**src/rtl/serial_twos_complementer_param.sv**
```systemverilog
// Word-framed, bit-serial two's-complement unit: pass, negate or absolute
// value per word, LSB first, fixed latency of WORD_W cycles.
module serial_twos_complementer_param #(
    parameter int unsigned WORD_W = 8
) (
    input  logic       clk,
    input  logic       reset,
    input  logic       data_In,
    input  logic       sync,
    input  logic [1:0] mode,
    output logic       data_Out,
    output logic       out_sync,
    output logic       out_valid,
    output logic       ovf,
    output logic [1:0] State_out
);

    localparam int unsigned CW = (WORD_W > 1) ? $clog2(WORD_W) : 1;
    localparam logic [CW-1:0] LAST = CW'(WORD_W - 1);
    localparam logic [WORD_W-1:0] MIN_NEG = {1'b1, {(WORD_W-1){1'b0}}};

    typedef enum logic [1:0] {
        IDLE   = 2'b00,
        COPY   = 2'b01,
        INVERT = 2'b10,
        PASS   = 2'b11
    } state_t;

    // input framing
    logic              r_armed;
    logic [CW-1:0]     r_cnt;
    logic [WORD_W-2:0] r_shift;
    logic [1:0]        r_mode;

    // output stage
    logic              r_emit;
    logic [CW-1:0]     r_ocnt;
    logic [WORD_W-1:0] r_obuf;
    logic              r_ovf_pend;
    state_t            r_state;
    state_t            w_next_state;
    logic              r_data;
    logic              r_osync;
    logic              r_ovalid;
    logic              r_ovf;

    logic              w_inword;
    logic [CW-1:0]     w_idx;
    logic              w_done;
    logic [WORD_W-1:0] w_word;
    logic              w_active;
    logic              w_last;
    logic              w_bit_out;

    // Word-position decode; a sync always restarts at bit 0.
    always_comb begin
        w_inword = sync | r_armed;
        w_idx    = sync ? '0 : r_cnt;
        w_done   = w_inword && (w_idx == LAST);
        // Bits 0..WORD_W-2 sit in the shift register; the MSB is on the wire now.
        w_word   = {data_In, r_shift};
        w_active = (r_mode == 2'b01) || ((r_mode == 2'b10) && data_In);
        w_last   = r_emit && (r_ocnt == LAST);
    end

    // Output Moore state: next state and emitted bit.
    always_comb begin
        w_next_state = r_state;
        w_bit_out    = 1'b0;
        if (r_emit) begin
            unique case (r_state)
                COPY: begin
                    w_bit_out = r_obuf[0];
                    if (r_obuf[0]) w_next_state = INVERT;
                end
                INVERT:  w_bit_out = ~r_obuf[0];
                default: w_bit_out = r_obuf[0];
            endcase
        end
        if (w_last) w_next_state = IDLE;
        // A word completing on the last-bit edge takes priority over IDLE.
        if (w_done) w_next_state = w_active ? COPY : PASS;
    end

    // State register.
    always_ff @(posedge clk) begin
        if (reset) r_state <= IDLE;
        else       r_state <= w_next_state;
    end

    // Input framing: bit counter, word shift register, per-word mode capture.
    always_ff @(posedge clk) begin
        if (reset) begin
            r_armed <= 1'b0;
            r_cnt   <= '0;
            r_shift <= '0;
            r_mode  <= '0;
        end else if (w_inword) begin
            r_armed <= 1'b1;
            r_cnt   <= (w_idx == LAST) ? '0 : w_idx + CW'(1);
            r_shift <= (r_shift >> 1) | ((WORD_W-1)'(data_In) << (WORD_W - 2));
            if (w_idx == '0) r_mode <= mode;
        end
    end

    // Emission bookkeeping: load a completed word, then shift it out.
    always_ff @(posedge clk) begin
        if (reset) begin
            r_emit     <= 1'b0;
            r_ocnt     <= '0;
            r_obuf     <= '0;
            r_ovf_pend <= 1'b0;
        end else if (w_done) begin
            r_emit     <= 1'b1;
            r_ocnt     <= '0;
            r_obuf     <= w_word;
            r_ovf_pend <= w_active && (w_word == MIN_NEG);
        end else if (r_emit) begin
            r_obuf <= r_obuf >> 1;
            r_ocnt <= r_ocnt + CW'(1);
            if (w_last) r_emit <= 1'b0;
        end
    end

    // Registered serial outputs.
    always_ff @(posedge clk) begin
        if (reset) begin
            r_data   <= 1'b0;
            r_osync  <= 1'b0;
            r_ovalid <= 1'b0;
            r_ovf    <= 1'b0;
        end else begin
            r_data   <= w_bit_out;
            r_osync  <= r_emit && (r_ocnt == '0);
            r_ovalid <= r_emit;
            r_ovf    <= w_last && r_ovf_pend;
        end
    end

    assign data_Out  = r_data;
    assign out_sync  = r_osync;
    assign out_valid = r_ovalid;
    assign ovf       = r_ovf;
    assign State_out = r_state;

endmodule
```
**config.mk**
```make
export PLATFORM = sky130hd
export DESIGN_NAME = serial_twos_complementer_param
export DESIGN_NICKNAME = d
export VERILOG_FILES = /design/src/rtl/serial_twos_complementer_param.sv
export SDC_FILE = /design/constraint.sdc
export NUM_CORES = 1
export LEC_CHECK = 0
export BUFFER_PORTS_ARGS = -buffer_cell sky130_fd_sc_hd__buf_2
export CAP_MARGIN = 10
export CORE_MARGIN = 4
export CORE_UTILIZATION = 40
export CTS_CLUSTER_SIZE = 40
export DETAILED_ROUTE_END_ITERATION = 10
export PLACE_DENSITY = 0.58
export SETUP_SLACK_MARGIN = 0.1
export SLEW_MARGIN = 5
export SYNTH_ARGS = -nofsm -noshare
export SYNTH_HDL_FRONTEND = slang
export SYNTH_SLANG_ARGS = --single-unit
export TNS_END_PERCENT = 30
```
**constraint.sdc**
```tcl
create_clock -name clk -period 1.38 [get_ports clk]
set_input_delay 0.138 -clock clk [delete_from_list [all_inputs] [get_ports clk]]
set_output_delay 0.138 -clock clk [all_outputs]
set_load 0.01 [all_outputs]
```
# Yosys cells after proc, flatten, opt, wreduce, memory -nomap -nowiden
# Cells that the tools add are included.
# Widths: inputs -> output; s select.
# word_totals
ff_bits,32
input_bits,6
out_inout_bits,6
word_cells,57
# classes
add_sub_neg,2
eq_ne,7
muxes,14
bitwise,4
n_reduce_logical,17
# ops
operator,count
$mux 8,2
$mux 2,6
$reduce_bool 3->1,3
$eq 8x8->1 const B,1
$or 6x7->7,1
$add 3x1->3 const B,2
$eq 3x3->1 const B,2
$logic_and 1x1->1,6
$logic_not 3->1,2
$mux 3,2
$eq 2x1->1 const B,2
$eq 2x2->1 const B,2
$mux 1,4
$reduce_or 2->1,2
$reduce_and 3->1,1
$not 1->1,2
$reduce_and 2->1,1
$reduce_bool 2->1,1
$logic_or 1x1->1,1
$or 1x1->1,1

# Longest topological paths before layout
# logic_depth
word_depth,5
ltp_mapped,9
depth_no_buf,8

# Worst setup path after synthesis
# OpenSTA, ideal clock, no wires.
# synth_path
path_type,reg-to-reg
from,register r_cnt[0]
to,register r_state[1] (netlist: State_out[1])
setup_ns,0.065
arrival_ns,1.471
t_required_ns,1.315
setup_slack_ns,-0.156
path_stages_with_launch,10
n_path_buf,1
synth_period_minus_slack_ns,1.536
path_cell_list,dfxtp_1 nand2b_1 inv_1 ha_1 ha_1 o21a_1 buf_2 a211oi_1 a21oi_1 nor2_1
# synth_between
elab_chain_cells,5
elab_cells_between_ends,8
cone_classes,eq/ne (1); mux (2); reduce/logical (5)
# synth_lines
item,line_no,text
start: declaration,31,logic [CW-1:0] r_cnt;
start signal: assignment,100,r_cnt <= (w_idx == LAST) ? '0 : w_idx + CW'(1);
$mux 3 *,58,w_idx = sync ? '0 : r_cnt;
$eq 3x3->1 *,59,w_done = w_inword && (w_idx == LAST);
$logic_and 1x1->1 *,59,
$reduce_bool 3->1 (no line),-,
$reduce_and 3->1 (no line),-,
end signal: assignment,88,else r_state <= w_next_state;
end: declaration,40,state_t r_state;
# Every way passes the cells marked *; elsewhere a longest branch is shown, timed or not.
# A chain may end at the register's enable or synchronous reset.

# Worst setup path after layout
# layout_path
from,register r_cnt[0]
to,register r_state[0] (netlist: State_out[0])
# Same word-level chain as after synthesis.

==> impl_metrics.tcl <==
set metrics [dict create \
    antenna_found_initial 0 \
    crit_type "reg2reg" \
    start_kind "flip-flop" \
    drc 0 \
    io_pins 12 \
    fin_crit_ns 1.34 \
    max_slew.worst_pin.slew_ns 0.352 \
    overflow 0 \
    drive_above_1_share_pct 29.1 \
    ys.flop_type "dfxtp_1" \
    synthArstFlopShare_pct 0 \
    layout.nets 183 \
    dr.pass1.iters 4 \
    synth_cells 149 \
    avgViaCountPerCell 4.86 \
    die_x_um 66.8 \
    cts-root-to-sink-buffers 2 \
    die-area_mm2 0.00446 \
    grt_max_degree 17 \
    cts_buffers 5 \
    max_stage_delay_ns 0.33 \
    grt_pass1_wl_um 4560 \
    crit_fanout 6 \
    layout_commonest_cell "dfxtp_1" \
    outcome "finished clean" \
    num_vias 1060 \
    core_mm2 0.00334 \
    endpoint "State_out[0]" \
    grt_use_total_pct 13.6 \
    rows 21 \
    antennaDiodeCount 0 \
    ant_nets 0 \
    wl_per_cell_um 12.2 \
    path_depth 8 \
    synthDominantCellAreaShare_pct 46.3 \
    synth_area_leaders "dfxtp_1, mux2i_1, nand2_1" \
    ys_seq_area_share_pct 46.3 \
    post-dp-hpwl_um 1910 \
    drt_wl_total_um 2660 \
    htree_levels 2 \
    ys_types 34 \
    setup_violations 0 \
    cts_hold_buf 0 \
    period_share_pct 97.2 \
    reg2reg_from "r_cnt[0]" \
    r2r_cells 8 \
    io_buffer_count 11 \
    max_slew_margin_pct 76.5 \
    syn_nets 161 \
    layout_common_cells "dfxtp_1, nand2_1, nor2_1, a21oi_1" \
    p_per_area_mw_per_mm2 962 \
    cts_root_buf "clkbuf_4" \
    rsz0062_at_grt "yes" \
    syn_avg_cell_area_um2 9.29 \
    fin_util_pct 50.2 \
    synth_area_mm2 0.00138 \
    drtIter0Drc 56 \
    clock-sinks 32 \
    cp_top_family "adder cells" \
    cp-end-kind "flip-flop" \
    final_max_slew_viol_count 0 \
    clock_skew_ns 0.00773 \
    worstPathBufferInverterCount 2 \
    place_congestion 0.794 \
    finalHoldViolCount 0 \
    drv_cap 0 \
    power.leakage_nw 0.663 \
    fmax_mhz 746 \
    ir_drop_uv 591 \
    synth_edf_count 0 \
    slowest_stage "dfxtp_2" \
    path_cells "nand2b_1 > inv_1 > ha_2 > ha_4 > o21a_4 > buf_6 > a21oi_2 > nor2_1" \
    clk_latency_ns 0.33 \
    synth_top_cell_by_area "dfxtp_1" \
    clk_pin_slew_ns 0.09 \
    rrSetupSlack_ns 0.04 \
    ys_ff_latch 32 \
    r2r_end "State_out[0]" \
    arrival_ns 1.55 \
    min_path_type "in2reg" \
    crit_path_start "r_cnt[0]" \
    grt_pass1_vias 1038 \
    syn_to_final_growth_pct 21.0 \
    required_ns 1.59 \
    whs_ns 0.0424 \
    start_util_pct 41.5 \
    synth_warnings 0 \
    cts_tree "yes" \
    dieHeight_um 66.8 \
]
final cells by class:
class                           count  area, um^2
Fill cell                         341        1660
Timing Repair Buffer               22         145
Inverter                            4        15.0
Tap cell                           46        57.6
Multi-Input combinational cell    106         754
Sequential cell                    32         643
Clock buffer                        8        58.8
stage by stage:
stage / power (W) / std cells / setup slack (ns) / area [um^2] / TNS, ns
global placement: 0.00107 / 207 / 0.00515 / 1540 / 0
floorplan: 0.00104 / 149 / 0.0338 / 1420 / 0
detailed placement: 0.00108 / 207 / -0.0347 / 1540 / -0.0781
global route: 0.00170 / 218 / -0.0564 / 1670 / -0.307
CTS: 0.00164 / 217 / 0.0467 / 1650 / 0
finish: 0.00161 / 218 / 0.0391 / 1670 / 0
report_power, final:
group          total, W  internal (W)  switching [W]
Clock          0.000547      0.000251       0.000296
Sequential     0.000954      0.000940      0.0000145
Combinational  0.000110     0.0000471      0.0000626
Total           0.00161       0.00124       0.000373
cell families after synthesis:
kind of cell,share of synthesized area [%]
buf+inv,5.06
fa+ha+maj,5.42
xor+xnor,1.90
flops,46.3
mux,8.77
compound gates,12.0
simple gates,20.5
cell usage after synthesis (2+ instances only):
library cell  number
a21oi_1           13
xnor2_1            2
a211oi_2           2
mux2i_1           11
clkbuf_1           2
nand2_1           21
nor2b_1            4
nor2_1            15
buf_2              2
o21ai_0            2
dfxtp_1           32
inv_1              4
nor3_1             4
nand2b_1           4
a211oi_1           6
nor2_2             2
ha_1               6
sequential cells by signal, summed over array words and instances, names as in the netlist:
register,flops
ovf,1
r_armed,1
r_ovf_pend,1
out_sync,1
data_Out,1
r_ocnt,3
r_emit,1
State_out,2
r_cnt,3
r_shift,7
r_mode,2
r_obuf,8
out_valid,1
how the worst min path moves through the flow:
stage,from,endpoint,depth (start not counted)
global placement,mode[1],r_mode[1],3
detailed placement,mode[1],r_mode[1],3
global route,mode[0],r_mode[0],3
floorplan,reset,out_valid,1
finish,mode[0],r_mode[0],3
CTS,mode[0],r_mode[0],3
worst register-to-register path: cells and delay by family, from the launching register on:
| family | cells | cell delay [ns] |
|---|---|---|
| AOI/OAI and AO/OA | 2 | 0.23 |
| adders and majority gates | 2 | 0.35 |
| buffers and inverters | 2 | 0.18 |
| DFF | 1 | 0.33 |
| and+or+nand+nor | 2 | 0.13 |
repair_timing:
action                                  4_1_cts  5_1_grt
cloned                                        1        0
endpoints found under the setup margin       14       26
gates resized for setup                       9        5
pin swaps                                     8        3
setup buffers                                 1        1
per-layer routing:
| metal | part of all wire (%) | GRT usage, % | up-vias |
|---|---|---|---|
| li1 | - | - | 550 |
| met1 | 44 | 15.6 | 487 |
| met3 | 3.8 | 4.22 | 7 |
| met4 | 2.1 | 6.85 | 0 |
| met2 | 50 | 22.8 | 16 |
| met5 | 0 | 0 | - |
(Power assumes the default switching activity.)
